### src/rtl/nibble_serial_adder.sv
// Wide adder sequencer around an external 4-bit ripple-carry stage: one nibble
// pair per cycle, carry chained through a register, result on valid/ready.
module nibble_serial_adder #(
    parameter int NIBBLES = 4
) (
    input  logic                   clk,
    input  logic                   rst_n,
    input  logic                   in_valid,
    output logic                   in_ready,
    input  logic [4*NIBBLES-1:0]   in_a,
    input  logic [4*NIBBLES-1:0]   in_b,
    input  logic                   in_cin,
    output logic [3:0]             add_a,
    output logic [3:0]             add_b,
    output logic                   add_cin,
    input  logic [3:0]             add_sum,
    input  logic                   add_cout,
    output logic                   out_valid,
    input  logic                   out_ready,
    output logic [4*NIBBLES-1:0]   out_sum,
    output logic                   out_cout,
    output logic                   out_ovf
);

    localparam int W     = 4 * NIBBLES;
    localparam int CNT_W = (NIBBLES > 1) ? $clog2(NIBBLES) : 1;
    localparam logic [CNT_W-1:0] CNT_LAST = CNT_W'(NIBBLES - 1);

    typedef enum logic [1:0] {
        IDLE,
        RUN,
        DONE
    } state_t;

    state_t           state;
    logic [W-1:0]     a_sh;
    logic [W-1:0]     b_sh;
    logic [W-1:0]     sum_sh;
    logic             carry;
    logic             a_msb;
    logic             b_msb;
    logic [CNT_W-1:0] cnt;
    logic [W-1:0]     sum_next;

    // New sum nibble enters at the top; after NIBBLES shifts nibble 0 sits at the bottom.
    assign sum_next = W'({add_sum, sum_sh} >> 4);

    always_ff @(posedge clk or negedge rst_n) begin
        if (!rst_n) begin
            state  <= IDLE;
            a_sh   <= '0;
            b_sh   <= '0;
            sum_sh <= '0;
            carry  <= 1'b0;
            a_msb  <= 1'b0;
            b_msb  <= 1'b0;
            cnt    <= '0;
        end else begin
            unique case (state)
                IDLE: begin
                    if (in_valid) begin
                        a_sh  <= in_a;
                        b_sh  <= in_b;
                        carry <= in_cin;
                        a_msb <= in_a[W-1];
                        b_msb <= in_b[W-1];
                        cnt   <= '0;
                        state <= RUN;
                    end
                end
                RUN: begin
                    sum_sh <= sum_next;
                    a_sh   <= a_sh >> 4;
                    b_sh   <= b_sh >> 4;
                    carry  <= add_cout;
                    cnt    <= cnt + 1'b1;
                    if (cnt == CNT_LAST) begin
                        state <= DONE;
                    end
                end
                DONE: begin
                    if (out_ready) begin
                        state <= IDLE;
                    end
                end
                default: state <= IDLE;
            endcase
        end
    end

    // Everything below decodes registered state, so it is glitch-free and stable in DONE.
    assign in_ready  = (state == IDLE);
    assign add_a     = (state == RUN) ? a_sh[3:0] : 4'd0;
    assign add_b     = (state == RUN) ? b_sh[3:0] : 4'd0;
    assign add_cin   = (state == RUN) ? carry : 1'b0;
    assign out_valid = (state == DONE);
    assign out_sum   = out_valid ? sum_sh : '0;
    assign out_cout  = out_valid & carry;
    assign out_ovf   = out_valid && (a_msb == b_msb) && (sum_sh[W-1] != a_msb);

endmodule

### config.mk
export PLATFORM = sky130hd
export DESIGN_NAME = nibble_serial_adder
export DESIGN_NICKNAME = d
export VERILOG_FILES = /design/src/rtl/nibble_serial_adder.sv
export SDC_FILE = /design/constraint.sdc
export NUM_CORES = 1
export LEC_CHECK = 0
export BUFFER_PORTS_ARGS = -buffer_cell sky130_fd_sc_hd__buf_2
export CAP_MARGIN = 20
export CELL_PAD_IN_SITES_DETAIL_PLACEMENT = 1
export CELL_PAD_IN_SITES_GLOBAL_PLACEMENT = 2
export CORE_MARGIN = 2
export CORE_UTILIZATION = 38
export CTS_BUF_LIST = sky130_fd_sc_hd__clkbuf_2
export DETAILED_ROUTE_END_ITERATION = 8
export GPL_TIMING_DRIVEN = 0
export PLACE_DENSITY_LB_ADDON = 0.08
export SYNTH_ARGS = -nofsm -noshare
export SYNTH_HDL_FRONTEND = slang
export SYNTH_SLANG_ARGS = --single-unit
### constraint.sdc
create_clock -name clk -period 3.6 [get_ports clk]
set_input_delay 0.54 -clock clk [delete_from_list [all_inputs] [get_ports clk]]
set_output_delay 0.54 -clock clk [all_outputs]
set_load 0.02 [all_outputs]
==> impl_metrics.env <==
export IMPL_status="completed"
export IMPL_asyncSetResetFlopFracSynth_pct=100
export IMPL_tns_ns=0
export IMPL_report_final_hold_viol_count=0
export IMPL_floorplan_initialDensity_pct=39.7
export IMPL_via_count=2081
export IMPL_fin_worst_skew_ns=0.0267
export IMPL_cp_data_arrival_time_ns=2.06
export IMPL_post_route_cells_drive_above_1_share_pct=42.3
export IMPL_synth_edff_count=0
export IMPL_grt_antenna_before_repair=0
export IMPL_h_tree_depth=2
export IMPL_grt_pass1_vias=2049
export IMPL_power_report_internal_total_uw=1660
export IMPL_power_share_sequential_pct=41.5
export IMPL_r2r_slack_ns=2.10
export IMPL_worstMarginPinSlew_ns=0.667
export IMPL_clock_latency_ns=0.44
export IMPL_setup_violations_final=0
export IMPL_drv_slew=0
export IMPL_core_rowCount=30
export IMPL_multi_input_comb_area_um2=1180
export IMPL_cts_resized=0
export IMPL_cellPowerDensity_nw_per_um2=834
export IMPL_period_share_pct=72.2
export IMPL_yosys_warnings=0
export IMPL_netlist_instances=227
export IMPL_fin_total_pwr_uw=2730
export IMPL_timing_critical_path_required_ns=3.06
export IMPL_detailedRoute_firstIterationViolations=99
export IMPL_worst_setup_hold_path_clk_slew_ns=0.27
export IMPL_ys_types=31
export IMPL_critPathCaptureType="primary output"
export IMPL_number_of_buffers_created_by_cts=5
export IMPL_clock_power_share_pct=8.8
export IMPL_net_switching_share_of_the_total_power_pct=39.2
export IMPL_start_kind="flip-flop"
export IMPL_dpl_hpwl_mm=4.94
export IMPL_core_um2=6910
export IMPL_synth_sequential_area_ratio_pct=50.2
export IMPL_maxSlewHeadroom_pct=55.5
export IMPL_post_detailed_route_wirelength_per_cell_um=16.7
export IMPL_ctsHoldBuffers=0
export IMPL_r2r_start="state[0]"
export IMPL_synth_seq_cells=55
export IMPL_grt_max_degree=29
export IMPL_cts_tree="yes"
export IMPL_net_switching_power_uw=1070
export IMPL_clockBufferDepth=2
export IMPL_finish_net_count=347
export IMPL_die_area_um2=7920
export IMPL_antenna_violating_nets_post_route=0
export IMPL_timing_hold_worst_class="input pin to asynchronous set/reset pin"
export IMPL_timing_worst_setup_path_type="flip-flop to primary output"
export IMPL_diodes=0
export IMPL_setup_worst_path_start="state[0]"
export IMPL_die_height_um=89.0
export IMPL_maxCapViolations=0
export IMPL_postCtsSetupRepairBufs=0
export IMPL_global_route_wire_length_before_repair_mm=10.8
export IMPL_synthesis_area_um2=2740
export IMPL_pwr_share_comb_pct=49.7
export IMPL_fillers=795
export IMPL_rsz0062_at_grt="false"
export IMPL_cts_root_buf="clkbuf_2"
export IMPL_i_o_buffers=69
export IMPL_fmax_ghz=0.385
export IMPL_area_growth_pct=19.2
export IMPL_per_instance_average_area_after_synthesis_um2=12.1
export IMPL_leak_pwr_uw=0.00149
export IMPL_cts_sink_count=55
export IMPL_seqCellArea_um2=1380
export IMPL_chipWidth_um=89.0
export IMPL_track_usage_pct=18.0
export IMPL_ir_drop_mv=0.254
export IMPL_globalplace_congestion=0.765
export IMPL_remaining_drc_errors=0
export IMPL_synthesis_nets=270
export IMPL_crit_path_max_fanout=10
export IMPL_dr_pass1_iters=4
export IMPL_fin_crit_ns=2.60
export IMPL_routed_wl_mm=6.71
export IMPL_global_route_overflow=0
export IMPL_vias_per_cell=5.19
export IMPL_io_pins=71
export IMPL_synth_main_ff_cell="dfrtp_1"
==> cell families after synthesis <==
kind of cell | after synthesis | synth area share [%]
simple gates | 77 | 21.0
flops | 55 | 50.2
compound gates | 40 | 14.5
buf+inv | 37 | 6.89
mux | 17 | 6.93
fa+ha+maj | 1 | 0.456
==> sequential cells by signal, indices dropped and copies added (netlist names) <==
name    count
state       2
a_sh       16
carry       1
sum_sh     16
a_msb       1
cnt         2
b_sh       16
b_msb       1
==> placed cells by master, fill, tap and decap left out, types with 8 or more instances in the layout <==
master and count:
buf_2 76, dfrtp_1 55, and2_1 26, or4b_1 25, o221a_2 25, inv_1 12
clkbuf_1 10, mux2_2 8, mux2_1 8, nand2_1 8
==> power by group through the flow <==
stage	logic (uW)	clock network [uW]	registers, uW
finish	1360	240	1130
global route	1510	276	1170
CTS	1380	254	1130
detailed placement	1380	0	1150
global placement	1350	0	1130
floorplan	1050	0	1060
==> worst max-delay path: stages, from the launching register on <==
cell and delay (ns):
dfrtp_1 0.49, buf_2 0.24, and2b_1 0.16, clkbuf_1 0.37
and2_1 0.22, buf_2 0.17
==> through the flow <==
step	util, %	hold WS, ns	area (um2)	setup slack (ns)	cells
final	47.3	0.0769	3270	1.00	401
after floorplan	-	0.244	2740	1.68	227
after global routing	47.3	0.0735	3270	0.754	401
after global placement	46.5	0.475	3210	1.49	392
after CTS	47.3	0.0746	3270	0.925	401
after detailed placement	46.8	0.487	3230	1.48	393
==> cells in the mapped netlist (2+ instances only) <==
master | n | area (um2)
o211ai_1 | 2 | 15.0
buf_4 | 5 | 37.5
clkbuf_1 | 10 | 37.5
nand2_1 | 8 | 30.0
or4b_1 | 25 | 250
o221a_2 | 25 | 282
buf_2 | 7 | 35.0
inv_1 | 12 | 45.0
o21ai_0 | 2 | 10.0
mux2_1 | 8 | 90.1
nand2b_1 | 3 | 18.8
nand3b_1 | 7 | 52.6
nand4bb_1 | 2 | 22.5
mux2_2 | 8 | 90.1
dfrtp_1 | 55 | 1380
o221ai_1 | 6 | 52.6
and2_1 | 26 | 163
buf_6 | 3 | 33.8
==> layout make-up <==
type	count	area share, %
clock inverter	1	0.153
multi-input combinational	135	36.1
sequential	55	42.1
clock buffer	7	1.07
tap	96	3.67
inverter	12	1.38
buffer	25	4.40
timing repair buffer	70	11.2
==> worst paths after layout <==
check | cells after the start | end
setup / recovery | 5 | add_cin
hold / removal | 1 | a_sh[2]
setup reg to reg | 4 | sum_sh[11]
hold reg to reg | 1 | cnt[0]
max in group asynchronous | 2 | sum_sh[14]
min in group clk | 2 | sum_sh[12]
==> layer usage <==
layer	global-route usage, %	routed length [um]
met5	0	0
met2	26.6	2900
met4	3.66	55
met3	3.32	275
met1	27.9	3480
Power figures use the tool's default switching activity.
